File: src/rtl/tlul_host_bridge.sv
`default_nettype none
// ============================================================================
// Module   : tlul_pkg
// Purpose  : Minimal TileLink Uncached Lightweight (TL-UL) type definitions
//            shared by the host bridge and anything that connects to it.
// Revision : 1.0 - initial release
// ============================================================================
package tlul_pkg;

    localparam int TL_AW  = 32;  // address width
    localparam int TL_DW  = 32;  // data width
    localparam int TL_AIW = 8;   // A-channel source-ID width
    localparam int TL_DBW = 4;   // byte-mask width
    localparam int TL_SZW = 2;   // size field width

    // A-channel opcodes
    localparam logic [2:0] PUT_FULL_DATA    = 3'h0;
    localparam logic [2:0] PUT_PARTIAL_DATA = 3'h1;
    localparam logic [2:0] GET              = 3'h4;

    // D-channel opcodes
    localparam logic [2:0] ACCESS_ACK       = 3'h0;
    localparam logic [2:0] ACCESS_ACK_DATA  = 3'h1;

    typedef struct packed {
        logic [4:0] rsvd;
        logic [3:0] instr_type;  // 4'h9 marks a data (non-instruction) access
    } tl_a_user_t;

    localparam tl_a_user_t TL_A_USER_DEFAULT = '{rsvd: 5'h0, instr_type: 4'h9};

    // Host to device: A channel plus D-channel ready
    typedef struct packed {
        logic                a_valid;
        logic [2:0]          a_opcode;
        logic [2:0]          a_param;
        logic [TL_SZW-1:0]   a_size;
        logic [TL_AIW-1:0]   a_source;
        logic [TL_AW-1:0]    a_address;
        logic [TL_DBW-1:0]   a_mask;
        logic [TL_DW-1:0]    a_data;
        tl_a_user_t          a_user;
        logic                d_ready;
    } tl_h2d_t;

    // Device to host: D channel plus A-channel ready
    typedef struct packed {
        logic                d_valid;
        logic [2:0]          d_opcode;
        logic [TL_AIW-1:0]   d_source;
        logic [TL_DW-1:0]    d_data;
        logic                d_error;
        logic                a_ready;
    } tl_d2h_t;

endpackage

// ============================================================================
// Module   : tlul_host_bridge
// Purpose  : Converts a core-side req/gnt/rvalid port into TL-UL A-channel
//            requests, collects D-channel responses into per-transaction
//            slots and returns them to the core strictly in issue order.
//            Up to MaxOutstanding transactions may be in flight.
// Ports    : clk_i, rst_ni        - clock, asynchronous active-low reset
//            req_i / gnt_o        - core request valid / accepted this cycle
//            we_i, addr_i,
//            wdata_i, be_i        - request payload (held until gnt_o)
//            rvalid_o             - one-cycle response pulse per transaction
//            rdata_o, err_o       - response data (0 for writes) and error
//            spurious_o           - sticky flag for unmatched D responses
//            tl_o / tl_i          - TL-UL host/device channel bundles
// Revision : 1.0 - initial release
// ============================================================================
module tlul_host_bridge #(
    parameter int MaxOutstanding = 2,
    parameter int SrcW           = 2
) (
    input  logic                 clk_i,
    input  logic                 rst_ni,
    input  logic                 req_i,
    output logic                 gnt_o,
    input  logic                 we_i,
    input  logic [31:0]          addr_i,
    input  logic [31:0]          wdata_i,
    input  logic [3:0]           be_i,
    output logic                 rvalid_o,
    output logic [31:0]          rdata_o,
    output logic                 err_o,
    output logic                 spurious_o,
    output tlul_pkg::tl_h2d_t    tl_o,
    input  tlul_pkg::tl_d2h_t    tl_i
);

    import tlul_pkg::*;

    localparam int                 NUM_SLOTS = 2 ** SrcW;
    localparam int                 CNT_W     = $clog2(MaxOutstanding + 1);
    localparam logic [SrcW-1:0]    LAST_PTR  = SrcW'(MaxOutstanding - 1);
    localparam logic [CNT_W-1:0]   MAX_CNT   = CNT_W'(MaxOutstanding);
    // One bit wider than d_source so MaxOutstanding == 2**TL_AIW still fits
    localparam logic [TL_AIW:0]    SRC_LIMIT = (TL_AIW + 1)'(MaxOutstanding);

    // ------------------------------------------------------------------
    // Pointer / counter state
    // ------------------------------------------------------------------
    logic [SrcW-1:0]  wr_ptr_q, wr_ptr_d;
    logic [SrcW-1:0]  rd_ptr_q, rd_ptr_d;
    logic [CNT_W-1:0] count_q,  count_d;
    logic             spurious_q, spurious_d;

    // Slot views, indexed by a full SrcW-bit pointer. Entries at or above
    // MaxOutstanding are tied off and never selected.
    logic [NUM_SLOTS-1:0] w_busy;
    logic [NUM_SLOTS-1:0] w_done;
    logic [NUM_SLOTS-1:0] w_is_read;
    logic [NUM_SLOTS-1:0] w_err;
    logic [31:0]          w_slot_data [NUM_SLOTS];

    // ------------------------------------------------------------------
    // Handshake decode
    // ------------------------------------------------------------------
    logic            w_a_valid;
    logic            w_grant;
    logic            w_retire;
    logic [SrcW-1:0] w_d_idx;
    logic            w_d_in_range;
    logic            w_d_match;
    logic            w_d_err;
    logic [31:0]     w_d_data;

    assign w_a_valid    = req_i && (count_q < MAX_CNT);
    assign w_grant      = w_a_valid && tl_i.a_ready;
    assign w_retire     = w_done[rd_ptr_q];

    assign w_d_idx      = tl_i.d_source[SrcW-1:0];
    assign w_d_in_range = ({1'b0, tl_i.d_source} < SRC_LIMIT);
    // A slot already marked done (including the one retiring this cycle)
    // cannot accept a second response; that response counts as unmatched.
    assign w_d_match    = tl_i.d_valid && w_d_in_range
                          && w_busy[w_d_idx] && !w_done[w_d_idx];

    // Reads expect AccessAckData, writes expect AccessAck; any other
    // opcode is reported as an error alongside d_error.
    assign w_d_err      = tl_i.d_error |
                          (w_is_read[w_d_idx] ? (tl_i.d_opcode != ACCESS_ACK_DATA)
                                              : (tl_i.d_opcode != ACCESS_ACK));
    assign w_d_data     = w_is_read[w_d_idx] ? tl_i.d_data : 32'h0;

    // ------------------------------------------------------------------
    // Per-slot tracking registers
    // ------------------------------------------------------------------
    for (genvar s = 0; s < MaxOutstanding; s++) begin : g_slot
        logic        busy_q,    busy_d;
        logic        done_q,    done_d;
        logic        is_read_q, is_read_d;
        logic        err_q,     err_d;
        logic [31:0] data_q,    data_d;
        logic        w_alloc;
        logic        w_fill;
        logic        w_free;

        assign w_alloc = w_grant   && (wr_ptr_q == SrcW'(s));
        assign w_fill  = w_d_match && (w_d_idx  == SrcW'(s));
        assign w_free  = w_retire  && (rd_ptr_q == SrcW'(s));

        always_comb begin
            busy_d    = busy_q;
            done_d    = done_q;
            is_read_d = is_read_q;
            err_d     = err_q;
            data_d    = data_q;
            // A free slot is never also being retired, and a retiring slot
            // is never also being filled, so the branches do not collide.
            if (w_alloc) begin
                busy_d    = 1'b1;
                is_read_d = !we_i;
            end else if (w_free) begin
                busy_d    = 1'b0;
            end
            if (w_fill) begin
                done_d = 1'b1;
                err_d  = w_d_err;
                data_d = w_d_data;
            end else if (w_free) begin
                done_d = 1'b0;
            end
        end

        always_ff @(posedge clk_i or negedge rst_ni) begin
            if (!rst_ni) begin
                busy_q    <= 1'b0;
                done_q    <= 1'b0;
                is_read_q <= 1'b0;
                err_q     <= 1'b0;
                data_q    <= 32'h0;
            end else begin
                busy_q    <= busy_d;
                done_q    <= done_d;
                is_read_q <= is_read_d;
                err_q     <= err_d;
                data_q    <= data_d;
            end
        end

        assign w_busy[s]      = busy_q;
        assign w_done[s]      = done_q;
        assign w_is_read[s]   = is_read_q;
        assign w_err[s]       = err_q;
        assign w_slot_data[s] = data_q;
    end

    for (genvar p = MaxOutstanding; p < NUM_SLOTS; p++) begin : g_pad
        assign w_busy[p]      = 1'b0;
        assign w_done[p]      = 1'b0;
        assign w_is_read[p]   = 1'b0;
        assign w_err[p]       = 1'b0;
        assign w_slot_data[p] = 32'h0;
    end

    // ------------------------------------------------------------------
    // Pointer, occupancy and sticky-flag next state
    // ------------------------------------------------------------------
    always_comb begin
        wr_ptr_d   = wr_ptr_q;
        rd_ptr_d   = rd_ptr_q;
        count_d    = count_q;
        spurious_d = spurious_q;

        // Explicit wrap so non-power-of-two depths stay in range
        if (w_grant) begin
            wr_ptr_d = (wr_ptr_q == LAST_PTR) ? '0 : wr_ptr_q + SrcW'(1);
        end
        if (w_retire) begin
            rd_ptr_d = (rd_ptr_q == LAST_PTR) ? '0 : rd_ptr_q + SrcW'(1);
        end

        case ({w_grant, w_retire})
            2'b10:   count_d = count_q + CNT_W'(1);
            2'b01:   count_d = count_q - CNT_W'(1);
            default: count_d = count_q;
        endcase

        if (tl_i.d_valid && !w_d_match) begin
            spurious_d = 1'b1;
        end
    end

    always_ff @(posedge clk_i or negedge rst_ni) begin
        if (!rst_ni) begin
            wr_ptr_q   <= '0;
            rd_ptr_q   <= '0;
            count_q    <= '0;
            spurious_q <= 1'b0;
        end else begin
            wr_ptr_q   <= wr_ptr_d;
            rd_ptr_q   <= rd_ptr_d;
            count_q    <= count_d;
            spurious_q <= spurious_d;
        end
    end

    // ------------------------------------------------------------------
    // A channel: purely combinational from the core request
    // ------------------------------------------------------------------
    always_comb begin
        tl_o           = '0;
        tl_o.a_valid   = w_a_valid;
        if (!we_i) begin
            tl_o.a_opcode = GET;
        end else if (be_i == 4'hF) begin
            tl_o.a_opcode = PUT_FULL_DATA;
        end else begin
            tl_o.a_opcode = PUT_PARTIAL_DATA;
        end
        tl_o.a_param   = 3'h0;
        tl_o.a_size    = TL_SZW'(2);
        tl_o.a_source  = TL_AIW'(wr_ptr_q);
        tl_o.a_address = addr_i & ~32'h3;   // word aligned
        tl_o.a_mask    = we_i ? be_i : 4'hF;
        tl_o.a_data    = wdata_i;
        tl_o.a_user    = TL_A_USER_DEFAULT;
        // Every outstanding transaction owns a slot, so D is always accepted
        tl_o.d_ready   = 1'b1;
    end

    // ------------------------------------------------------------------
    // Core-side response
    // ------------------------------------------------------------------
    assign gnt_o      = w_grant;
    assign rvalid_o   = w_retire;
    assign rdata_o    = w_retire ? w_slot_data[rd_ptr_q] : 32'h0;
    assign err_o      = w_retire && w_err[rd_ptr_q];
    assign spurious_o = spurious_q;

endmodule
`default_nettype wire

File: config.mk
export PLATFORM = sky130hd
export DESIGN_NAME = tlul_host_bridge
export DESIGN_NICKNAME = d
export VERILOG_FILES = /design/src/rtl/tlul_host_bridge.sv
export SDC_FILE = /design/constraint.sdc
export NUM_CORES = 1
export LEC_CHECK = 0
export CAP_MARGIN = 20
export CORE_ASPECT_RATIO = 1.4
export CORE_MARGIN = 10
export CORE_UTILIZATION = 35
export CTS_CLUSTER_DIAMETER = 200
export DETAILED_ROUTE_END_ITERATION = 12
export PLACE_DENSITY = 0.87
export SLEW_MARGIN = 20
export SYNTH_ARGS = -nofsm -noshare
export SYNTH_HDL_FRONTEND = slang
export SYNTH_SLANG_ARGS = --single-unit
File: constraint.sdc
create_clock -name clk_i -period 1.65 [get_ports clk_i]
set_clock_uncertainty 0.05 [all_clocks]
set_input_delay 0.4125 -clock clk_i [delete_from_list [all_inputs] [get_ports clk_i]]
set_output_delay 0.4125 -clock clk_i [all_outputs]
set_load 0.03 [all_outputs]
* Word level (Yosys, flattened, before mapping)
Index checks and enable logic that the tools add are counted. W data, S select, Z words.
Storage, ports and cells: memories kept 0, bits in latches 0, bits in registers 79, output and inout port bits 131, bits in writable memories 0, memory bits (read-only) 0, logic and storage cells 85
Operators by class: equal/unequal tests 7, shift operators 0, muxes and demuxes 28, order comparisons 5, bitwise gates (word level) 2, $mul 0, reductions and logical operators 25, divide/modulo/power cells 0, $add $sub $neg 4
Operators with widths (number):
- $mux W32 | 4
- $bmux W32 S2 | 1
- $logic_and A1 B1 Y1 | 13
- $mux W1 | 13
- $bmux W1 S2 | 5
- $reduce_bool A2 Y1 | 5
- $eq A2 B1 Y1 const B | 4
- $lt A8 B2 Y1 const B | 1
- $add A2 B1 Y2 const B | 3
- $logic_not A2 Y1 | 3
- $lt A2 B3 Y1 const B | 2
- $eq A4 B4 Y1 const B | 1
- $mux W2 | 2
- $mux W4 | 1
- $pmux W2 S2 | 1
- $ge A3 B3 Y1 const B | 1
- $logic_not A1 Y1 | 3
- $mux W3 | 1
- $ne A3 B1 Y1 const B | 1
- $not A2 Y3 | 1
- $reduce_bool A3 Y1 | 1
- $eq A2 B2 Y1 const B | 1
- $lt A2 B2 Y1 const B | 1
- $sub A2 B1 Y2 const B | 1
- $or A1 B1 Y1 | 1

* Logic depth before layout (Yosys ltp)
Gate-level depths: netlist of the first run.
depth after elaboration 6, gate-level depth with buffers 9

* Worst setup path before layout of the first run
Ideal clock, no wire load.
path type register to register, start point register rd_ptr_q[0], end point register count_q[1], path buffers 2, arrival time 1.877 ns, clock period less this slack 2.007 ns, path slack -0.357 ns, stages on the path, launching flop included 9, library setup time 0.079 ns, path through dfrtp_1 mux2i_1 or2_2 clkbuf_1 buf_2 inv_1 ha_1 nor2_1 xor2_1
On the way: word-level cells in the longest chain between the ends 4
RTL lines:
- start: declaration | RTL line 107 | logic [SrcW-1:0] rd_ptr_q, rd_ptr_d;
- start signal: assignment | RTL line 256 | rd_ptr_q <= rd_ptr_d;
- $bmux W1 S2 * | RTL line 133 | assign w_retire = w_done[rd_ptr_q];
- $mux W1 (implied by the code) * | RTL line 133
- named net rvalid_o | RTL line 86 | output logic rvalid_o,
- $eq A2 B1 Y1 / $eq A2 B2 Y1 (equally long branches) | RTL line 237 | case ({w_grant, w_retire})
- $pmux W2 S2 / $reduce_bool A2 Y1 (equally long branches)
- end signal: assignment | RTL line 257 | count_q <= count_d;
- end: declaration | RTL line 108 | logic [CNT_W-1:0] count_q, count_d;
Mark *: on every way through the listed nets, which the timed path passes. The rest lies on a longest branch. The select of a mux whose other input is x is not followed. A chain may end at the register's enable or synchronous reset.

* Worst setup path in the final report of the first run
start point register rd_ptr_q[0], end point output port rdata_o[12]
On the way: word-level cells in the longest chain between the ends 5
RTL lines:
- $not A2 Y3 (implied by the code) | RTL line 291 | assign rdata_o = w_retire ? w_slot_data[rd_ptr_q] : 32'h0;
- $bmux W32 S2 | RTL line 291
- $mux W32 (implied by the code) (2 in series) | RTL line 291
- $mux W32 * | RTL line 291
- end: declaration | RTL line 87 | output logic [31:0] rdata_o,
Mark *: on every way between the ends. The rest lies on a longest branch, timed or not. The select of a mux whose other input is x is not followed.

==> results.cfg, run 1 <==
[yosys]
yosys.area.top_type = dfrtp_1
synth.distinct_cells = 33
syn-cell-area_mm2 = 0.004243
ys_ff_latch = 79
synth.top_cell.area_share_pct = 46.59
yosysSeqAreaShare_pct = 46.59
syn_inst = 477
synth.avg_cell_area_um2 = 8.895
yosysWarnings = 0
synth_area_leaders = dfrtp_1 (47%), buf_4 (16%), nand2_1 (9.0%)

[floorplan]
rows = 47
initial_core_util_pct = 35.72
die_area_mm2 = 0.01699
die_y_um = 150.3
pin_count = 249
core_mm2 = 0.01188
fp.dieW_um = 113.1

[cts]
clkSlewWorstSetupHoldPaths_ns = 0.06
cts_tree = built
htree_levels = 3
cts.path.max_buffers = 2
cts_buffers = 9
clock_latency_ns = 0.33
clock-sinks = 79
clock-root-buffer = clkbuf_16

[power_and_ir_drop]
p_sw_mw = 1.439
p_int_mw = 3.578
combPwrFrac_pct = 22.3
p_clk_share_pct = 34.6
power.leakage_nw = 2.591
cellPowerDensity_mw_per_mm2 = 810.6
switching_share_pct = 28.68
p_total_mw = 5.017
seq_power_share_pct = 43.1
ir_drop_mv = 0.5320

[detailed_routing]
drc = 0
wl_per_cell_um = 19.07
ant_nets = 0
dr_total_vias = 3509
wl_um = 13290
via_per_inst = 5.034
drt-pass1-iter-count = 5
drt-initial-drc-count = 197

[timing]
max_freq_mhz = 461.8
fin_crit_sh_pct = 131.2
setup_violations = 36
period_needed_ns = 2.165
hold_violations = 0
setup_slack_ns = -0.5155
rsz0062_at_grt = yes
drv_slew = 0

[global_route]
grt_usage_pct = 14.12
grt_max_degree = 43
overflow = 0
grt_pass1_vias = 3784
grt_antenna_before_repair = 0
grt_pass1_wl_um = 19350

[worst_setup_path]
critPathMaxStageDelay_ns = 0.43
path_cells = buf_6, nor2_4, buf_6, buf_12, a22oi_2, nor2_4, buf_12
worstSetupEndpointType = primary output
startpoint_type = flop
cp_data_arrival_time_ns = 1.70
critPathMaxFanout = 6
cp.required_ns = 1.19
crit_slowest_cell = dfrtp_2
crit_type = reg2out
path_buf_inv = 4
crit_family = buffers and inverters

[outcome]
violations = setup timing
outcome = finished, violations left

[layout]
seqCellArea_mm2 = 0.001979
num-nets-final = 667
syn2layout_area_growth_pct = 45.89
drive_gt1_share_pct = 34.36
multi_input_area_mm2 = 0.001933
antenna_cells = 0
postLayoutCoreUtil_pct = 52.11
nFillCells = 1027

[placed_design]
gp_congestion = 0.7380
place_ws_ns = -0.4764
numPortBuffers = 98
place_hpwl_um = 8534

[run]
drv_cap = 0

[worst_hold_path]
hp-class = reg2reg
==> layout by cell type (no fill, tap or decap), drive strengths merged, types with 3 or more instances in the layout <==
master,count
xnor2,3
buf,93
o21ai,68
nor2,36
nand2b,7
clkdlybuf4s50,38
dfrtp,79
clkbuf,16
a22oi,33
inv,3
conb,24
nor2b,3
nand2,102
dlygate4sd2,13
==> power groups by stage <==
stage | clock, mW | sequential, mW | combinational (mW)
5_1_grt | 1.85 | 2.17 | 1.21
6_report | 1.74 | 2.16 | 1.12
3_5_place_dp | 0 | 2.17 | 1.00
3_3_place_gp | 0 | 2.16 | 0.979
2_1_floorplan | 0 | 2.18 | 0.835
4_1_cts | 1.76 | 2.14 | 1.08
==> registers in the layout, summed over array words and instances (netlist names) <==
name and flops:
wr_ptr_q 2, count_q 2, g_slot.data_q 64, spurious_o 1, g_slot.is_read_q 2, g_slot.busy_q 2, g_slot.err_q 2, g_slot.done_q 2
rd_ptr_q 2
==> cell usage after synthesis, drive strengths merged <==
library cell and instances:
mux2i 2, clkbuf 12, nor4b 1, a21oi 1
nand4 1, nor3b 2, a41oi 1, buf 104
or3 1, o31a 2, nor4 1, a21o 2
conb 2, nand2b 7, nor3 2, nand3 1
a21boi 1, mux2 2, nand2 102, dfrtp 79
inv 4, xor2 2, nor2 36, or2 1
ha 1, a22oi 33, xnor2 3, nor2b 3
o21ai 68
==> worst paths after layout <==
check / startpoint / end / slack, ns / depth (start not counted)
max: rd_ptr_q[0] / rdata_o[12] / -0.52 / 7
min: spurious_o / spurious_o / 0.43 / 1
max reg2reg: rd_ptr_q[0] / count_q[1] / -0.24 / 9
min reg2reg: spurious_o / spurious_o / 0.43 / 1
max in group asynchronous: rst_ni / g_slot[1].data_q[0] / 0.50 / 3
min in group asynchronous: rst_ni / wr_ptr_q[1] / 0.50 / 2
==> final cells by class <==
class                           instances  area share (%)
Inverter                                4          0.3032
Tap cell                              147           2.971
Sequential cell                        79           31.98
Clock inverter                          2          0.1617
Multi-Input combinational cell        301           31.23
Clock buffer                           11           3.922
Timing Repair Buffer                  153           29.43
==> metrics by stage <==
step                      area (µm²)  setup TNS, ns  hold slack, ns  instances
after floorplan                 4547         -5.561         0.06691        499
after global routing            6190         -18.18          0.4473        697
after global placement          5181         -30.63          0.2898        655
final                           6190         -15.32          0.4300        697
after CTS                       5928         -15.42          0.4278        687
after detailed placement        5181         -34.96          0.3046        655
==> cell families after synthesis <==
logic type | Yosys count | synth area share (%)
AO/OA/AOI/OAI | 108 | 15.13
XOR/XNOR | 5 | 1.032
adder cells (fa/ha/maj) | 1 | 0.2949
buffers and inverters | 120 | 19.67
flip-flops | 79 | 46.59
multiplexers | 4 | 1.003
other | 2 | 0.1770
AND/OR/NAND/NOR | 158 | 16.10
==> per-layer routing <==
metal / up-vias / wire (µm) / part of all wire [%] / global-route usage [%]
li1: 1613 / - / - / -
met1: 1676 / 4803 / 36 / 14.69
met2: 154 / 6905 / 52 / 24.31
met3: 66 / 848 / 6.4 / 3.465
met4: 0 / 736 / 5.5 / 10.18
met5: - / 0 / 0 / 0
==> timing repair <==
| item | in CTS | in global routing |
|---|---|---|
| gates cloned | 5 | 8 |
| resized for setup | 81 | 40 |
| pin swaps | 18 | 24 |
| hold buffers | 1 | 0 |
| hold endpoints to repair | 25 | 0 |
| setup endpoints to repair | 114 | 103 |
| buffers inserted | 13 | 4 |
Note: power is estimated with default switching activity, not from simulation.
==> run 2, diff against run 1 <==
--- a/config.mk
+++ b/config.mk
@@ -12,6 +12,7 @@
 export CTS_CLUSTER_DIAMETER = 200
 export DETAILED_ROUTE_END_ITERATION = 12
 export PLACE_DENSITY = 0.87
+export REMOVE_ABC_BUFFERS = 1
 export SLEW_MARGIN = 20
 export SYNTH_ARGS = -nofsm -noshare
 export SYNTH_HDL_FRONTEND = slang
==> run 2 against run 1 <==
The flow still finishes with violations (setup timing). Clock power up 2%. Highest routed layer is now met5. Global-route usage up 3.7 points. Worst setup slack worse by 0.0027 ns. Cell count down 0.43%. Utilization down 2.5 points. Combinational power about the same. Power up 0.98%. Largest power group unchanged. Cell area down 4.8%. Fmax down 0.12%. Sequential power about the same. Worst hold slack worse by 0.38 ns.
==> results.cfg, run 2 (synthesis gave the netlist of run 1 again) <==
[layout]
max_flop_register = g_slot.data_q
num-nets-final = 662
syn2layout_area_growth_pct = 38.96
layout_commonest_cell = nand2_1
largest_reg_flops = 64
antenna_cells = 0
layout_common_cells = nand2_1 (99), dfrtp_1 (79), buf_4 (48)
drive_gt1_share_pct = 29.80
layout.cells.non_filler = 694
postLayoutCellArea_mm2 = 0.005896

[global_route]
grt_pass1_vias = 3711
grt_usage_pct = 17.78
grt_pass1_wl_um = 22800
overflow = 0
grt_antenna_before_repair = 0
grt_max_degree = 80

[floorplan]
die_y_um = 150.3
rows = 47
pin_count = 249
initial_core_util_pct = 35.72
core_mm2 = 0.01188
die_area_mm2 = 0.01699
fp.dieW_um = 113.1

[timing]
period_needed_ns = 2.168
fin_crit_sh_pct = 131.4
setup_slack_ns = -0.5181
rsz0062_at_grt = yes
setup_violations = 36
whs_ns = 0.04769
max_freq_mhz = 461.2
drv_slew = 0
hold_violations = 0

[placed_design]
dpl_cell_area_mm2 = 0.004947
numPortBuffers = 98
place_hpwl_um = 11490
placed_cells = 658
gp_congestion = 0.7840

[cts]
clock-sinks = 79
ctsHoldBuffers = 0
cts.path.max_buffers = 2
clock-root-buffer = clkbuf_16
cts_buffers = 9
cts_tree = built
clkSlewWorstSetupHoldPaths_ns = 0.06
clock_latency_ns = 0.33
htree_levels = 3

[worst_setup_path]
path_cells = buf_6, nor2_4, buf_12, clkbuf_16, a22oi_2, nor2_1, buf_4
startpoint_type = flop
timing.rr.start = rd_ptr_q[0]
critPathMaxFanout = 6
crit_slowest_cell = dfrtp_1
r2r-end = count_q[1]
critPathMaxStageDelay_ns = 0.40
cp.required_ns = 1.19
worstSetupEndpointType = primary output
reg2regPathDepth = 8
r2r_slack_ns = -0.12
cp_data_arrival_time_ns = 1.71
crit_type = reg2out

[detailed_routing]
wl_per_cell_um = 23.51
dr_total_vias = 3457
drt-initial-drc-count = 128
drt-pass1-iter-count = 4
wl_um = 16320
ant_nets = 0
drc = 0
via_per_inst = 4.981

[worst_hold_path]
hp-class = in2async

[run]
drv_cap = 0

[outcome]
violations = setup timing
outcome = finished, violations left

[power_and_ir_drop]
cellPowerDensity_mw_per_mm2 = 859.4
ir_drop_mv = 0.4854
power.leakage_nw = 2.553
p_total_mw = 5.067
==> run 2: worst max-delay path by stage <==
| stage | endpoint | slack (ns) | startpoint | cells past startpoint |
|---|---|---|---|---|
| 6_report | rdata_o[16] | -0.52 | rd_ptr_q[0] | 7 |
| 5_1_grt | rdata_o[25] | -0.59 | rd_ptr_q[0] | 7 |
| 4_1_cts | rdata_o[7] | -0.51 | rd_ptr_q[0] | 6 |
| 3_5_place_dp | g_slot[0].data_q[10] | -0.45 | tl_i[38] | 6 |
| 3_3_place_gp | g_slot[0].data_q[10] | -0.42 | tl_i[38] | 6 |
| 2_1_floorplan | err_o | -1.02 | rd_ptr_q[0] | 3 |
==> run 2: power breakdown <==
group	switching, mW	internal (mW)
clock network	0.724	1.05
registers	0.0834	2.06
logic	0.637	0.515
==> run 2: final cells by class <==
| cell class | count | area, µm² |
|---|---|---|
| fill | 1077 | 5983 |
| sequential | 79 | 1977 |
| multi-input combinational | 300 | 1769 |
| timing repair buffer | 149 | 1682 |
| clock buffer | 14 | 254.0 |
| tap | 147 | 183.9 |
| inverter | 4 | 25.02 |
| clock inverter | 1 | 5.005 |
==> run 2: routing by layer <==
layer  vias up  part of all wire, %  global-route usage [%]  routed length (µm)
li1       1595                    -                       -                   -
met1      1605                   33                   16.55                5320
met2       235                   45                   26.01                7403
met3        20                   20                   17.88                3268
met4         2                  1.7                   5.216                 278
met5         -                 0.28                   6.024                  45
==> run 2: repair_timing <==
action                     4_1_cts  5_1_grt
gates resized for setup         57       62
cloned                           5        5
setup buffers                    6        5
setup endpoints to repair      113       91
pin swaps                        7       21
==> run 2: worst max-delay path, delay by kind of cell (launching register included) <==
kind | cells | cell delay, ns
buffers and inverters | 4 | 0.60
AOI/OAI and AO/OA | 1 | 0.07
DFF | 1 | 0.40
and+or+nand+nor | 2 | 0.31
==> run 2: per-stage QoR <==
step	util, %	worst slack [ns]	setup TNS (ns)
after detailed placement	41.65	-0.4507	-32.74
after floorplan	-	-1.018	-79.68
after global placement	41.65	-0.4206	-31.42
after CTS	46.47	-0.5052	-15.35
after global routing	49.63	-0.5872	-18.22
final	49.63	-0.5181	-15.66
==> run 3, diff against run 2 <==
--- a/config.mk
+++ b/config.mk
@@ -5,7 +5,6 @@
 export SDC_FILE = /design/constraint.sdc
 export NUM_CORES = 1
 export LEC_CHECK = 0
-export CAP_MARGIN = 20
 export CORE_ASPECT_RATIO = 1.4
 export CORE_MARGIN = 10
 export CORE_UTILIZATION = 35
==> results of run 3 <==
The final DEF is identical to that of run 2; final timing and power are the same.
